**src/rtl/carfield_rtc_gen_pkg.sv**
```systemverilog
// Shared configuration for the Carfield RTC/tick generator.
// The default ratio of 50 gives a 1 MHz RTC from a 50 MHz host clock.
package carfield_pkg;

    localparam int unsigned CarfieldRtcNumChan    = 2;
    localparam int unsigned CarfieldRtcDivWidth   = 16;
    localparam int unsigned CarfieldRtcDefaultDiv = 50;

    // Length of the high phase: ceil(div/2).
    function automatic logic [31:0] rtc_high_len(input logic [31:0] div);
        return div - (div >> 1);
    endfunction

endpackage

```
**src/rtl/carfield_rtc_gen_chan.sv**
```systemverilog
// One RTC channel: programmable divider with a square-wave and a tick output.
// Optional forced wrap input when CARFIELD_RTC_GEN_SYNC_EN is defined.
module carfield_rtc_chan
    import carfield_pkg::*;
#(
    parameter int unsigned DivWidth   = CarfieldRtcDivWidth,
    parameter int unsigned DefaultDiv = CarfieldRtcDefaultDiv
) (
    input  logic                clk,
    input  logic                rst_n,
`ifdef CARFIELD_RTC_GEN_SYNC_EN
    input  logic                sync,
`endif
    input  logic                div_valid,
    input  logic [DivWidth-1:0] div_new,
    output logic                div_ready,
    output logic                clk_div,
    output logic                tick,
    output logic                active
);

    localparam logic [DivWidth-1:0] ResetDiv = DivWidth'(DefaultDiv);

    logic [DivWidth-1:0] div_q, cnt_q, pend_div_q;
    logic [DivWidth-1:0] cnt_nxt, high;
    logic                pend_q, clk_q, tick_q;
    logic                wrap, accept;

    always_comb begin
        cnt_nxt = cnt_q + DivWidth'(1);
        high    = DivWidth'(rtc_high_len(32'(div_q)));
        accept  = div_valid && !pend_q;
`ifdef CARFIELD_RTC_GEN_SYNC_EN
        wrap    = (cnt_q == div_q - DivWidth'(1)) || sync;
`else
        wrap    = (cnt_q == div_q - DivWidth'(1));
`endif
    end

    always_ff @(posedge clk or negedge rst_n) begin
        if (!rst_n) begin
            div_q      <= ResetDiv;
            cnt_q      <= '0;
            pend_q     <= 1'b0;
            pend_div_q <= '0;
            clk_q      <= 1'b0;
            tick_q     <= 1'b0;
        end else begin
            // Accept only happens with pend_q low, apply only with it high,
            // so the two never update pend_q on the same edge.
            if (accept) begin
                pend_q     <= 1'b1;
                pend_div_q <= div_new;
            end
            if (div_q != '0) begin
                if (wrap) begin
                    cnt_q  <= '0;
                    tick_q <= 1'b1;
                    clk_q  <= 1'b1;
                    if (pend_q) begin
                        div_q  <= pend_div_q;
                        pend_q <= 1'b0;
                    end
                end else begin
                    cnt_q  <= cnt_nxt;
                    tick_q <= 1'b0;
                    clk_q  <= (cnt_nxt < high);
                end
            end else begin
                cnt_q  <= '0;
                clk_q  <= 1'b0;
                tick_q <= 1'b0;
                if (pend_q) begin
                    div_q  <= pend_div_q;
                    pend_q <= 1'b0;
                end
            end
        end
    end

    assign div_ready = !pend_q;
    assign clk_div   = clk_q;
    assign tick      = tick_q;
    assign active    = (div_q != '0);

endmodule

```
**src/rtl/carfield_rtc_gen.sv**
```systemverilog
// Multi-channel RTC/tick generator; NumChan independent carfield_rtc_chan instances.
// Define CARFIELD_RTC_GEN_SYNC_EN to add the sync_i forced-wrap input.
module carfield_rtc_gen
    import carfield_pkg::*;
#(
    parameter int unsigned NumChan    = CarfieldRtcNumChan,
    parameter int unsigned DivWidth   = CarfieldRtcDivWidth,
    parameter int unsigned DefaultDiv = CarfieldRtcDefaultDiv
) (
    input  logic                             clk_i,
    input  logic                             rst_ni,
`ifdef CARFIELD_RTC_GEN_SYNC_EN
    input  logic                             sync_i,
`endif
    input  logic [NumChan-1:0]               div_valid_i,
    input  logic [NumChan-1:0][DivWidth-1:0] div_i,
    output logic [NumChan-1:0]               div_ready_o,
    output logic [NumChan-1:0]               clk_o,
    output logic [NumChan-1:0]               tick_o,
    output logic [NumChan-1:0]               active_o
);

    if (64'(DefaultDiv) >= (64'd1 << DivWidth)) begin : g_bad_default
        $error("carfield_rtc_gen: DefaultDiv does not fit in DivWidth bits");
    end

    for (genvar c = 0; c < NumChan; c++) begin : g_chan
        carfield_rtc_chan #(
            .DivWidth   (DivWidth),
            .DefaultDiv (DefaultDiv)
        ) u_chan (
            .clk       (clk_i),
            .rst_n     (rst_ni),
`ifdef CARFIELD_RTC_GEN_SYNC_EN
            .sync      (sync_i),
`endif
            .div_valid (div_valid_i[c]),
            .div_new   (div_i[c]),
            .div_ready (div_ready_o[c]),
            .clk_div   (clk_o[c]),
            .tick      (tick_o[c]),
            .active    (active_o[c])
        );
    end

endmodule

```
**config.mk**
```make
export PLATFORM = sky130hd
export DESIGN_NAME = carfield_rtc_gen
export DESIGN_NICKNAME = d
export VERILOG_FILES = /design/src/rtl/carfield_rtc_gen_pkg.sv /design/src/rtl/carfield_rtc_gen_chan.sv /design/src/rtl/carfield_rtc_gen.sv
export SDC_FILE = /design/constraint.sdc
export NUM_CORES = 1
export LEC_CHECK = 0
export BUFFER_PORTS_ARGS = -buffer_cell sky130_fd_sc_hd__buf_2
export CORE_MARGIN = 2
export CORE_UTILIZATION = 65
export DETAILED_ROUTE_END_ITERATION = 6
export PLACE_DENSITY = 0.92
export SKIP_LAST_GASP = 1
export SLEW_MARGIN = 0
export SYNTH_ARGS = -nofsm -noshare
export SYNTH_HDL_FRONTEND = slang
export SYNTH_SLANG_ARGS = --single-unit
```
**constraint.sdc**
```tcl
create_clock -name clk_i -period 8.3 [get_ports clk_i]
set_clock_uncertainty 0.1 [all_clocks]
set_input_delay 0.415 -clock clk_i [delete_from_list [all_inputs] [get_ports clk_i]]
set_output_delay 0.415 -clock clk_i [all_outputs]
set_load 0.01 [all_outputs]
```
==> flow_summary_export.csv, run 1 <==
group,metric,value,unit
run_status,run_status,"complete, no violations",
drt,drc,0,
yosys,ys_seq_area_frac,0.336,
yosys,synth.net_count,884,
setup_path,cp-start-kind,"flip-flop",
clock_network,cts_tree,"built",
sta,finalCritPeriodShare,0.480,
sta,max_freq,251,MHz
setup_path,cpMaxStageDelayCell,"dfstp_2",
floorplanning,die_area,12600,µm²
drt,first_pass_iters,5,
sta,drv_slew,0,
global_route,gr-total-overflow,0,
sta,fin_ws,4.32,ns
yosys,synth_edf_count,0,
yosys,synth_cells,750,
cells_and_area,fillers,830,
global_route,grt_pass1_vias,5796,
drt,wirelength,16500,µm
sta,finalSetupViolations,0,
place,place_ws,4.43,ns
cells_and_area,final_nets,922,
cells_and_area,layout-drive-gt1-share,0.179,
cells_and_area,stdcell_area,8230,µm²
sta,hold_viol,0,
floorplanning,io_pins,44,
sta,rsz0062_at_grt,"no",
clock_network,cts_buffers,9,
setup_path,critPathKind,"reg2reg",
run,drv_cap,0,
drt,routedWlPerCell,17.6,µm
min_path,holdCritPathClass,"in2reg",
sta,worstMarginPinSlew,0.895,ns
setup_path,cp_max_fo,4,
place,routabilityCongestion,0.985,
setup_path,end_kind,"flip-flop",
sta,period_needed,3.98,ns
drt,ant_nets,0,
clock_network,clock_sinks,102,
setup_path,cp.required,8.47,ns
clock_network,path_clk_slew,0.08,ns
cells_and_area,area_delta_synth_final,7.96,%
clock_network,cts-htree-levels,3,
clock_network,clockRootBuffer,"clkbuf_16",
floorplanning,die_h,112,µm
drt,routed_via_density,6.00,
min_path,hold_end,"g_chan[0].u_chan.pend_div_q[10]",
setup_path,reg2reg_from,"g_chan[1].u_chan.div_q[5]",
setup_path,worst_path_most_repeated_cell,"o21ai_0",
yosys,async_reset_ff_frac,1.00,
setup_path,path_cells,"inv_1 > ha_1 > nor2b_1 > or4_1 > o21ai_0 > a311oi_1 > o21ai_0 > o21ai_0 > xnor2_1 > ha_1 > a21o_1 > a21o_1 > a21oi_1 > o221ai_1 > a21oi_1",
global_route,grt_max_degree,57,
floorplanning,num_rows,39,
clock_network,clk_path_buf_depth,2,
place,place_hpwl,12800,µm
yosys,netlist_area,7620,µm²
floorplanning,start_util,0.668,
cells_and_area,final_cell_mix,"ha_1 (96), dfrtp_1 (96), xnor2_1 (69)",
setup_path,r2r_cells,15,
setup_path,arrival,4.15,ns
cells_and_area,post-route-util,0.721,
sta,max_slew_margin,0.402,
sta,tns,0,ns
setup_path,timing.rr.end,"g_chan[1].u_chan.clk_div",
yosys,synth_seq_cells,102,
yosys,ys.flop_type,"dfrtp_1",
yosys,yosys_warnings,0,
clock_network,clk_latency,0.36,ns
drt,vias,5620,
setup_path,rrSetupSlack,4.32,ns
clock_network,cts_setup_buffers,0,
floorplanning,coreArea,11400,µm²
setup_path,slowest_delay,0.56,ns
drt,drt-initial-drc-count,244,
yosys,synth_area_per_cell,10.2,µm²
global_route,track_usage,0.275,
global_route,antenna_found_initial,0,
floorplanning,dieWidth,112,µm
min_path,min_from,"div_i[10]",
place,numPortBuffers,43,
yosys,synth.distinct_cells,60,
min_path,min_path_cells,2,
place,place_area,7930,µm²
cells_and_area,antenna_cells,0,
global_route,grt_pass1_wl,27700,µm
-- stage by stage --
step	cells	hold WS, ns
2_1_floorplan	750	0.0194
3_3_place_gp	919	0.339
3_5_place_dp	919	0.351
4_1_cts	936	0.178
5_1_grt	936	0.183
6_report	936	0.187
-- cell families (layout without fill, tap and decap cells) --
kind of cell,count (synthesis),after routing,share of synthesized area
muxes,64,64,0.0995
AOI/OAI and AO/OA,103,103,0.0941
and+or+nand+nor,192,192,0.140
buffers and inverters,87,130,0.0486
DFF,102,102,0.336
xor gates and xnor gates,104,104,0.120
adders and majority gates,98,98,0.163
-- cell type report --
cell class	count	area, µm²	share of cell area
inverters	66	248	0.0301
well taps	143	179	0.0217
multi-input cells	561	4690	0.570
clock inverters	6	53.8	0.00654
flip-flops and latches	102	2560	0.311
repair buffers	48	258	0.0313
clock buffers	10	239	0.0290
-- metal layers --
metal	GRT usage	part of all wire	routed length (µm)	up-vias
met2	0.450	0.48	7850	164
met3	0.0491	0.045	747	23
met5	0	0	0	-
li1	-	-	-	2681
met1	0.377	0.46	7610	2752
met4	0.0854	0.017	286	0
-- worst max path at each step --
| stage | startpoint | to | slack [ns] | cells after the start |
|---|---|---|---|---|
| after floorplan | g_chan[0].u_chan.div_q[4] | g_chan[0].u_chan.clk_div | 4.81 | 16 |
| after global placement | g_chan[0].u_chan.div_q[1] | g_chan[0].u_chan.clk_div | 4.55 | 16 |
| after detailed placement | g_chan[0].u_chan.div_q[1] | g_chan[0].u_chan.clk_div | 4.43 | 16 |
| after CTS | g_chan[1].u_chan.div_q[5] | g_chan[1].u_chan.clk_div | 4.37 | 15 |
| after global routing | g_chan[1].u_chan.div_q[5] | g_chan[1].u_chan.clk_div | 4.08 | 15 |
| final | g_chan[1].u_chan.div_q[5] | g_chan[1].u_chan.clk_div | 4.32 | 15 |
-- critical path: cells and delay by family (launching register included) --
kind / cells / cell delay, ns
AO/OA/AOI/OAI: 9 / 1.74
XOR/XNOR: 1 / 0.21
adder cells (fa/ha/maj): 2 / 0.61
buffers and inverters: 1 / 0.08
flip-flops: 1 / 0.56
AND/OR/NAND/NOR: 2 / 0.57
-- flip-flops by register name, summed over array words and instances, names as in the netlist --
register	flops
g_chan.u_chan.pend_q	2
g_chan.u_chan.tick	2
g_chan.u_chan.cnt_q	32
g_chan.u_chan.div_q	32
g_chan.u_chan.pend_div_q	32
g_chan.u_chan.clk_div	2
-- synth_stat cells (3+ instances only) --
library cell | number | area (µm²)
nand3b_1 | 3 | 22.5
nand4_1 | 14 | 87.6
nor3b_1 | 4 | 30.0
a21oi_1 | 21 | 105
dfrtp_1 | 96 | 2400
nand2_1 | 17 | 63.8
and2_1 | 3 | 18.8
a2111oi_0 | 4 | 35.0
nand3_1 | 25 | 125
inv_1 | 66 | 248
a31oi_1 | 11 | 68.8
nor2b_1 | 12 | 75.1
xnor2_1 | 69 | 604
dfstp_2 | 6 | 158
nor4_1 | 5 | 31.3
or2_2 | 3 | 18.8
ha_1 | 96 | 1200
buf_4 | 9 | 67.6
and3_1 | 23 | 144
and2b_1 | 7 | 52.6
o21bai_1 | 11 | 82.6
a21boi_0 | 4 | 30.0
o31ai_1 | 4 | 30.0
or3_1 | 3 | 18.8
o21a_1 | 5 | 37.5
clkbuf_1 | 8 | 30.0
nor3_1 | 14 | 70.1
nor2_1 | 37 | 139
xor2_1 | 35 | 307
o21ai_0 | 14 | 70.1
mux2_2 | 54 | 608
a21o_1 | 10 | 75.1
nand2b_1 | 12 | 75.1
mux2_4 | 10 | 150
o311ai_0 | 3 | 26.3
-- repair_timing --
action / 4_1_cts / 5_1_grt
hold buffers: 1 / 0
endpoints found under the hold margin: 43 / 0
gates resized for setup: 0 / 0
Power of run 1 is not shown: default switching activity piles up to over one toggle a cycle in this logic, so the estimate is an artifact.
==> run 2: changes to the inputs <==
- CORE_UTILIZATION: 65 -> 56
- PLACE_DENSITY: 0.92 -> 0.85
- clock period: 8.3 -> 3.6 ns (I/O delays scaled with it)
==> run 2 against run 1 <==
The run now ends with setup timing left. Routed wire length rose by 16%. Via count rose by 8.3%. Global-route usage fell by 2.6 points. Core utilization fell by 2.1 points. Critical path depth fell by 1. Critical path type unchanged. Die area rose by 15%. Hold slack improved by 0.14 ns. Largest cell class unchanged. Setup slack got worse by 4.7 ns.
==> flow_summary_export.csv, run 2 (same netlist as run 1, synthesis figures left out) <==
group,metric,value,unit
place,routabilityCongestion,0.931,
setup_path,critPathKind,"reg2reg",
clock_network,cts_tree,"built",
min_path,holdCritPathClass,"in2reg",
drt,wirelength,19000,µm
cells_and_area,layout_commonest_cell,"dfrtp_1",
place,numPortBuffers,43,
setup_path,end_kind,"flip-flop",
sta,worstMarginPinSlew,0.926,ns
cells_and_area,final_cell_mix,"dfrtp_1 (96), ha_1 (87), xnor2_1 (69)",
clock_network,clockRootBuffer,"clkbuf_16",
sta,max_freq,252,MHz
drt,vias,6089,
sta,fin_hold_ws,0.324,ns
floorplanning,num_rows,42,
floorplanning,coreArea,13200,µm²
cells_and_area,fillers,903,
drt,ant_nets,0,
drt,drc,0,
setup_path,cp-start-kind,"flip-flop",
sta,finalCritPeriodShare,1.10,
clock_network,clk_path_buf_depth,2,
floorplanning,die_h,121,µm
cells_and_area,post-route-util,0.700,
clock_network,clk_latency,0.36,ns
cells_and_area,final_nets,997,
global_route,gr-total-overflow,0,
drt,routedWlPerCell,18.2,µm
drt,first_pass_iters,5,
drt,routed_via_density,5.83,
global_route,grt_max_degree,76,
sta,tns,-0.361,ns
sta,drv_slew,0,
cells_and_area,area_delta_synth_final,21.6,%
global_route,grt.met3_usage,0.0434,
cells_and_area,layout-drive-gt1-share,0.263,
global_route,track_usage,0.250,
cells_and_area,antenna_cells,0,
global_route,antenna_found_initial,0,
setup_path,cp_max_fo,4,
sta,max_slew_margin,0.383,
place,place_hpwl,12800,µm
setup_path,cp.required,3.74,ns
sta,rsz0062_at_grt,"yes",
global_route,met1_usage,0.346,
sta,fin_ws,-0.361,ns
floorplanning,start_util,0.576,
clock_network,cts_buffers,9,
clock_network,cts-htree-levels,3,
clock_network,path_clk_slew,0.07,ns
floorplanning,io_pins,44,
clock_network,clock_sinks,102,
global_route,grt_busiest_layer,"met2",
global_route,grt_pass1_vias,5802,
sta,finalSetupViolations,1,
sta,hold_viol,0,
global_route,grt_pass1_wl,28600,µm
setup_path,arrival,4.10,ns
drt,drt-initial-drc-count,404,
sta,period_needed,3.96,ns
cells_and_area,reg.largest.list,"g_chan.u_chan.cnt_q: 32 flops, g_chan.u_chan.div_q: 32 flops, g_chan.u_chan.pend_div_q: 32 flops",
floorplanning,die_area,14600,µm²
run,drv_cap,0,
run_status,failed_checks,"setup timing",
run_status,run_status,"complete, but fails checks",
floorplanning,dieWidth,121,µm
global_route,grt_use_met2,0.389,
## run 2: worst max-delay path, stage by stage, from the launching register on
cell      delay (ns)
dfrtp_1         0.46
inv_1           0.13
ha_1            0.38
or3_1           0.46
nor3_1          0.58
o311ai_4        0.24
a31oi_1         0.28
nor2_1          0.09
xnor2_1         0.16
ha_1            0.29
nand4_1         0.13
nor2_1          0.12
o21ai_0         0.11
o221ai_2        0.23
a21oi_2         0.09
## run 2: worst paths after layout
check / cells past startpoint / slack [ns] / start / endpoint
max in group asynchronous: 3 / 2.05 / rst_ni / g_chan[0].u_chan.pend_div_q[12]
min in group asynchronous: 2 / 0.40 / rst_ni / g_chan[1].u_chan.pend_div_q[6]
hold reg to reg: 1 / 0.40 / g_chan[0].u_chan.pend_div_q[12] / g_chan[0].u_chan.div_q[12]
setup reg to reg: 14 / -0.36 / g_chan[1].u_chan.div_q[9] / g_chan[1].u_chan.clk_div
setup / recovery: 14 / -0.36 / g_chan[1].u_chan.div_q[9] / g_chan[1].u_chan.clk_div
hold / removal: 4 / 0.32 / div_valid_i[1] / g_chan[1].u_chan.pend_q
## run 2: what timing repair did
action,4_1_cts,5_1_grt
cloned,0,0
setup endpoints to repair,2,2
resized for setup,10,61
hold buffers,33,0
endpoints found under the hold margin,100,0
pin swaps,2,32
setup buffers,0,13
## run 2: layout make-up
cell class | instances | area (µm²) | area share
repair buffers | 123 | 908 | 0.0980
inverters | 66 | 253 | 0.0273
clock inverters | 4 | 56.3 | 0.00607
multi-input cells | 561 | 5020 | 0.541
well taps | 176 | 220 | 0.0238
clock buffers | 12 | 256 | 0.0277
flip-flops and latches | 102 | 2560 | 0.276
## run 2: per-layer routing
layer,share of wire,up-vias,wire length (µm)
met5,0,-,0
met4,0.032,0,603
met3,0.070,46,1330
met2,0.46,247,8860
met1,0.43,2958,8260
li1,-,2838,-
## run 2: through the flow
step | setup WS, ns | cell area [µm²] | cells
6_report | -0.361 | 9270 | 1044
5_1_grt | -0.337 | 9270 | 1044
4_1_cts | -0.00963 | 8860 | 1031
3_5_place_dp | -0.172 | 8190 | 982
3_3_place_gp | -0.0353 | 8190 | 982
2_1_floorplan | 0.108 | 7620 | 750
Power of run 2 is left out for the same reason.
